`src/rtl/led_channel_writer.sv`:
```
// Parses 2-byte (header, data) frames and loads one LED channel per frame; outputs registered, strobe 1 cycle after data accept.
// in_ready drops only during the one-cycle issue state; a stalled byte is held by the source.
module led_channel_writer #(
   parameter logic [3:0] SYNC_NIBBLE    = 4'hA,
   parameter int         TIMEOUT_CYCLES = 16
) (
   input  logic       clock,
   input  logic       reset,
   input  logic [7:0] in_data,
   input  logic       in_valid,
   output logic       in_ready,
   output logic [7:0] Channel_1_data,
   output logic [7:0] Channel_2_data,
   output logic       Channel_1_enable,
   output logic       Channel_2_enable,
   output logic       selector,
   output logic       frame_error,
   output logic       busy
);
   localparam int CW = $clog2(TIMEOUT_CYCLES + 1);

   typedef struct packed {
      logic [3:0] sync;
      logic [1:0] rsvd;
      logic       sel;
      logic       ch;
   } hdr_t;

   typedef enum logic [1:0] {S_HEADER, S_DATA, S_ISSUE} state_t;

   state_t        state, state_nxt;
   hdr_t          hdr_in;
   logic          hdr_sel_q, hdr_ch_q;
   logic [CW-1:0] idle_cnt, idle_cnt_nxt;
   logic          xfer, hdr_ok, timeout;

   logic [7:0]    ch1_nxt, ch2_nxt;
   logic          en1_nxt, en2_nxt, sel_nxt, err_nxt, rdy_nxt, busy_nxt;

   assign hdr_in  = hdr_t'(in_data);
   assign xfer    = in_valid & in_ready;
   assign hdr_ok  = (hdr_in.sync == SYNC_NIBBLE) && (hdr_in.rsvd == 2'b00);
   // Limit is checked on the registered count, so a byte arriving that same cycle still wins.
   assign timeout = (state == S_DATA) && !xfer && (idle_cnt == CW'(TIMEOUT_CYCLES));

   always_ff @(posedge clock) begin
      if (reset) begin
         state     <= S_HEADER;
         idle_cnt  <= '0;
         hdr_sel_q <= 1'b0;
         hdr_ch_q  <= 1'b0;
      end else begin
         state    <= state_nxt;
         idle_cnt <= idle_cnt_nxt;
         if (state == S_HEADER && xfer && hdr_ok) begin
            hdr_sel_q <= hdr_in.sel;
            hdr_ch_q  <= hdr_in.ch;
         end
      end
   end

   always_comb begin
      state_nxt    = state;
      idle_cnt_nxt = '0;
      case (state)
         S_HEADER: if (xfer && hdr_ok) state_nxt = S_DATA;
         S_DATA: begin
            if (xfer) begin
               state_nxt = S_ISSUE;
            end else if (timeout) begin
               state_nxt = S_HEADER;
            end else begin
               idle_cnt_nxt = idle_cnt + CW'(1);
            end
         end
         S_ISSUE: state_nxt = S_HEADER;
         default: state_nxt = S_HEADER;
      endcase
   end

   always_comb begin
      ch1_nxt  = Channel_1_data;
      ch2_nxt  = Channel_2_data;
      sel_nxt  = selector;
      en1_nxt  = 1'b0;
      en2_nxt  = 1'b0;
      err_nxt  = timeout || (state == S_HEADER && xfer && !hdr_ok);
      rdy_nxt  = (state_nxt != S_ISSUE);
      busy_nxt = (state_nxt != S_HEADER);
      if (state == S_DATA && xfer) begin
         sel_nxt = hdr_sel_q;
         if (hdr_ch_q) begin
            ch2_nxt = in_data;
            en2_nxt = 1'b1;
         end else begin
            ch1_nxt = in_data;
            en1_nxt = 1'b1;
         end
      end
   end

   always_ff @(posedge clock) begin
      if (reset) begin
         Channel_1_data   <= 8'h00;
         Channel_2_data   <= 8'h00;
         Channel_1_enable <= 1'b0;
         Channel_2_enable <= 1'b0;
         selector         <= 1'b0;
         frame_error      <= 1'b0;
         in_ready         <= 1'b1;
         busy             <= 1'b0;
      end else begin
         Channel_1_data   <= ch1_nxt;
         Channel_2_data   <= ch2_nxt;
         Channel_1_enable <= en1_nxt;
         Channel_2_enable <= en2_nxt;
         selector         <= sel_nxt;
         frame_error      <= err_nxt;
         in_ready         <= rdy_nxt;
         busy             <= busy_nxt;
      end
   end

endmodule

```
`config.mk`:
```
export PLATFORM = sky130hd
export DESIGN_NAME = led_channel_writer
export DESIGN_NICKNAME = d
export VERILOG_FILES = /design/src/rtl/led_channel_writer.sv
export SDC_FILE = /design/constraint.sdc
export NUM_CORES = 1
export LEC_CHECK = 0
export CAP_MARGIN = 40
export CELL_PAD_IN_SITES_DETAIL_PLACEMENT = 1
export CELL_PAD_IN_SITES_GLOBAL_PLACEMENT = 2
export CORE_MARGIN = 3
export CORE_UTILIZATION = 28
export CTS_CLUSTER_SIZE = 25
export DETAILED_ROUTE_END_ITERATION = 6
export GPL_TIMING_DRIVEN = 0
export HOLD_SLACK_MARGIN = 0.03
export PLACE_DENSITY_LB_ADDON = 0.1
export SLEW_MARGIN = 25
export SYNTH_ARGS = -nofsm -noshare
export SYNTH_HDL_FRONTEND = slang
export SYNTH_SLANG_ARGS = --single-unit
```
`constraint.sdc`:
```
create_clock -name clock -period 1.5 [get_ports clock]
set_input_delay 0.375 -clock clock [delete_from_list [all_inputs] [get_ports clock]]
set_output_delay 0.375 -clock clock [all_outputs]
set_load 0.005 [all_outputs]
```
==> out/metrics.yaml <==
numPortBuffers: 31
clock.fmax_mhz: 684
finalHoldWorstSlack_ps: 455
die_y_um: 72.9
synth_area_per_cell_um2: 9.14
required_ps: 1120
cts.clk_slew.worst_paths_ps: 60
drtIter0Drc: 59
gp_congestion: 0.731
synthSimpleGateAreaFrac: 0.232
dp.cells: 218
tns_ps: 0
setup_viol: 0
critPathMaxFanout: 1
synthTopCellsByArea: "dfxtp_1, nand3_1, a21oi_1"
synth-xor-area-share: 0.0210
post-route-util: 0.428
grt_max_degree: 20
cpPeakStageDelay_ps: 490
synth-seq-area-share: 0.496
die-area_mm2: 0.00531
ant_nets: 0
hold_depth: 2
clock_sinks: 31
startpoint_type: "flop"
clkLatencyLatePin_ps: 280
drc: 0
yosysMostFrequentCell: "dfxtp_1"
ir_drop_uv: 449
clockBufferDepth: 2
end_kind: "output pin"
synthArstFlopShare: 0
final_nets: 188
drive_gt1_frac: 0.125
r2r_end: "idle_cnt[4]$_SDFF_PP0_"
ctsHoldBuffers: 0
hold_class: "flop to flop"
hold_path_startpoint: "hdr_sel_q$_SDFFE_PP0P_"
synth_top_family_by_area: "simple AND/OR/NAND/NOR gates"
worstPathCellList: "clkdlybuf4s50_1"
top_usage_layer: "met2"
worstReg2RegStart: "idle_cnt[0]$_SDFF_PP0_"
reg2reg_slack_ps: 190
timing.final.crit_share: 0.975
syn_area_mm2: 0.00125
synth_top_area_cell: "dfxtp_1"
synthAdderAreaFrac: 0.0200
cts_made_buffers: 5
row_count: 23
setup_ws_ps: 37.9
wire_per_inst_um: 15.6
grt_overflow: 0
cts_tree: "done"
synth-seq-cells: 31
status: "finished, final reports clean"
dominantRegCellSynth: "dfxtp_1"
final-hold-violation-count: 0
relSlewSlack: 0.679
hpwl_um: 2650
first_pass_iters: 4
diodes: 0
dr_total_vias: 1125
area_growth_syn_to_layout_pct: 41.6
io-pin-count: 33
synthTopCellsByCount: "dfxtp_1, nand3_1, a21oi_1"
yosysTopAreaCellShare: 0.496
worstPathArrival_ps: 1090
synth-edff-count: 0
fillers: 485
power_density_mw_per_mm2: 912
min_to: "selector$_SDFFE_PP0P_"
viasPerCell: 4.98
core_area_mm2: 0.00414
dp_slack_ps: -384
die_w_um: 72.9
synth_warnings: 0
instances_no_fill: 226
antenna_found_initial: 0
synth_cell_types: 28
seqCellArea_um2: 626
critPathSlowestCell: "clkdlybuf4s50_1"
cpLargestDelayFamily: "buffers and inverters"
met1_usage: 0.176
wirelength_um: 3520
synth_mux_area_frac: 0.0160
grt_use_met2: 0.236
grt_pass1_vias: 1165
multiInputGateArea_um2: 581
power.leakage_uw: 0.000861
synth_nets: 150
initial_core_util: 0.302
syn_inst: 137
htreeDepth: 2
cts-root-buf: "clkbuf_8"
grt_pass1_wl_um: 5740
path_buf_inv: 1
synth_compound_gate_area_share: 0.158
worstMarginPinSlew_ps: 482
critPathKind: "flop to output pin"
drv_cap: 0
rsz0062_at_grt: "no"
period_needed_ps: 1460
grt_use_total: 0.141
finClkSkew_ps: 0.635
grt_util_met3: 0.0468
rr_worst_depth: 5
drv_slew: 0
## logic make-up after synthesis
logic type                 Yosys count
buffers and inverters               14
muxes                                2
xor gates and xnor gates             3
DFF                                 31
and+or+nand+nor                     47
adders and majority gates            2
AOI/OAI and AO/OA                   38
## placed cells by master (no fill, tap or decap), types with 2 or more instances in the layout
cell type	netlist	routed
a21oi_1	19	19
buf_2	4	3
buf_6	2	2
clkbuf_1	3	4
clkbuf_8	0	7
clkdlybuf4s50_1	0	10
dfxtp_1	31	29
dlygate4sd2_1	0	9
dlymetal6s2s_1	0	12
ha_1	2	2
inv_1	5	5
mux2i_1	2	2
nand2_1	3	3
nand2b_1	5	5
nand3_1	21	21
nor2_1	5	5
nor3_1	2	2
o21ai_0	17	17
xor2_1	2	2
## sequential cells by signal (all words and copies together) (netlist names)
signal and count:
selector 1, Channel_2_enable 1, idle_cnt 5, hdr_ch_q 1, hdr_sel_q 1, Channel_2_data 8
in_ready 1, Channel_1_enable 1, frame_error 1, state 2, busy 1, Channel_1_data 8
## worst max path at each step
stage / slack [ps] / depth (start not counted) / startpoint / to
detailed placement: -380 / 5 / in_valid / Channel_1_data[3]$_SDFFE_PP0P_
finish: 40 / 1 / frame_error$_SDFF_PP0_ / frame_error
global route: 1 / 1 / frame_error$_SDFF_PP0_ / frame_error
floorplan: 350 / 3 / in_data[2] / hdr_ch_q$_SDFFE_PP0P_
CTS: 3 / 1 / Channel_2_data[5]$_SDFFE_PP0P_ / Channel_2_data[5]
global placement: -320 / 5 / in_valid / Channel_2_data[7]$_SDFFE_PP0P_
## power by group
part           switching [uW]  leakage, uW  internal [uW]
registers                1.12     0.000250            824
clock network             296    0.0000515            418
logic                    40.7     0.000559           37.2
total                     338     0.000861           1280
## cell type report
cell class,count,share of cell area
timing repair buffer,32,0.190
sequential,31,0.353
tap,50,0.0353
multi-input combinational,92,0.327
inverter,5,0.0106
buffer,8,0.0275
clock buffer,8,0.0565
## metrics by stage
stage          cell area [um^2]  total power [uW]
6_report                   1770              1620
5_1_grt                    1770              1690
4_1_cts                    1730              1640
3_5_place_dp               1630               922
3_3_place_gp               1630               922
2_1_floorplan              1250               873
## routing by layer
layer  wire length (um)  vias up
met5                  0        -
li1                   -      555
met3                208        2
met2               1760       26
met4                 14        0
met1               1540      542
## what timing repair did
action                                  in CTS  in global routing
hold endpoints to repair                     0                  0
endpoints found under the setup margin      16                 16
pin swaps                                    1                  1
setup buffers                                1                  0
gates resized for setup                     13                 15
Power figures use the tool's default switching activity.
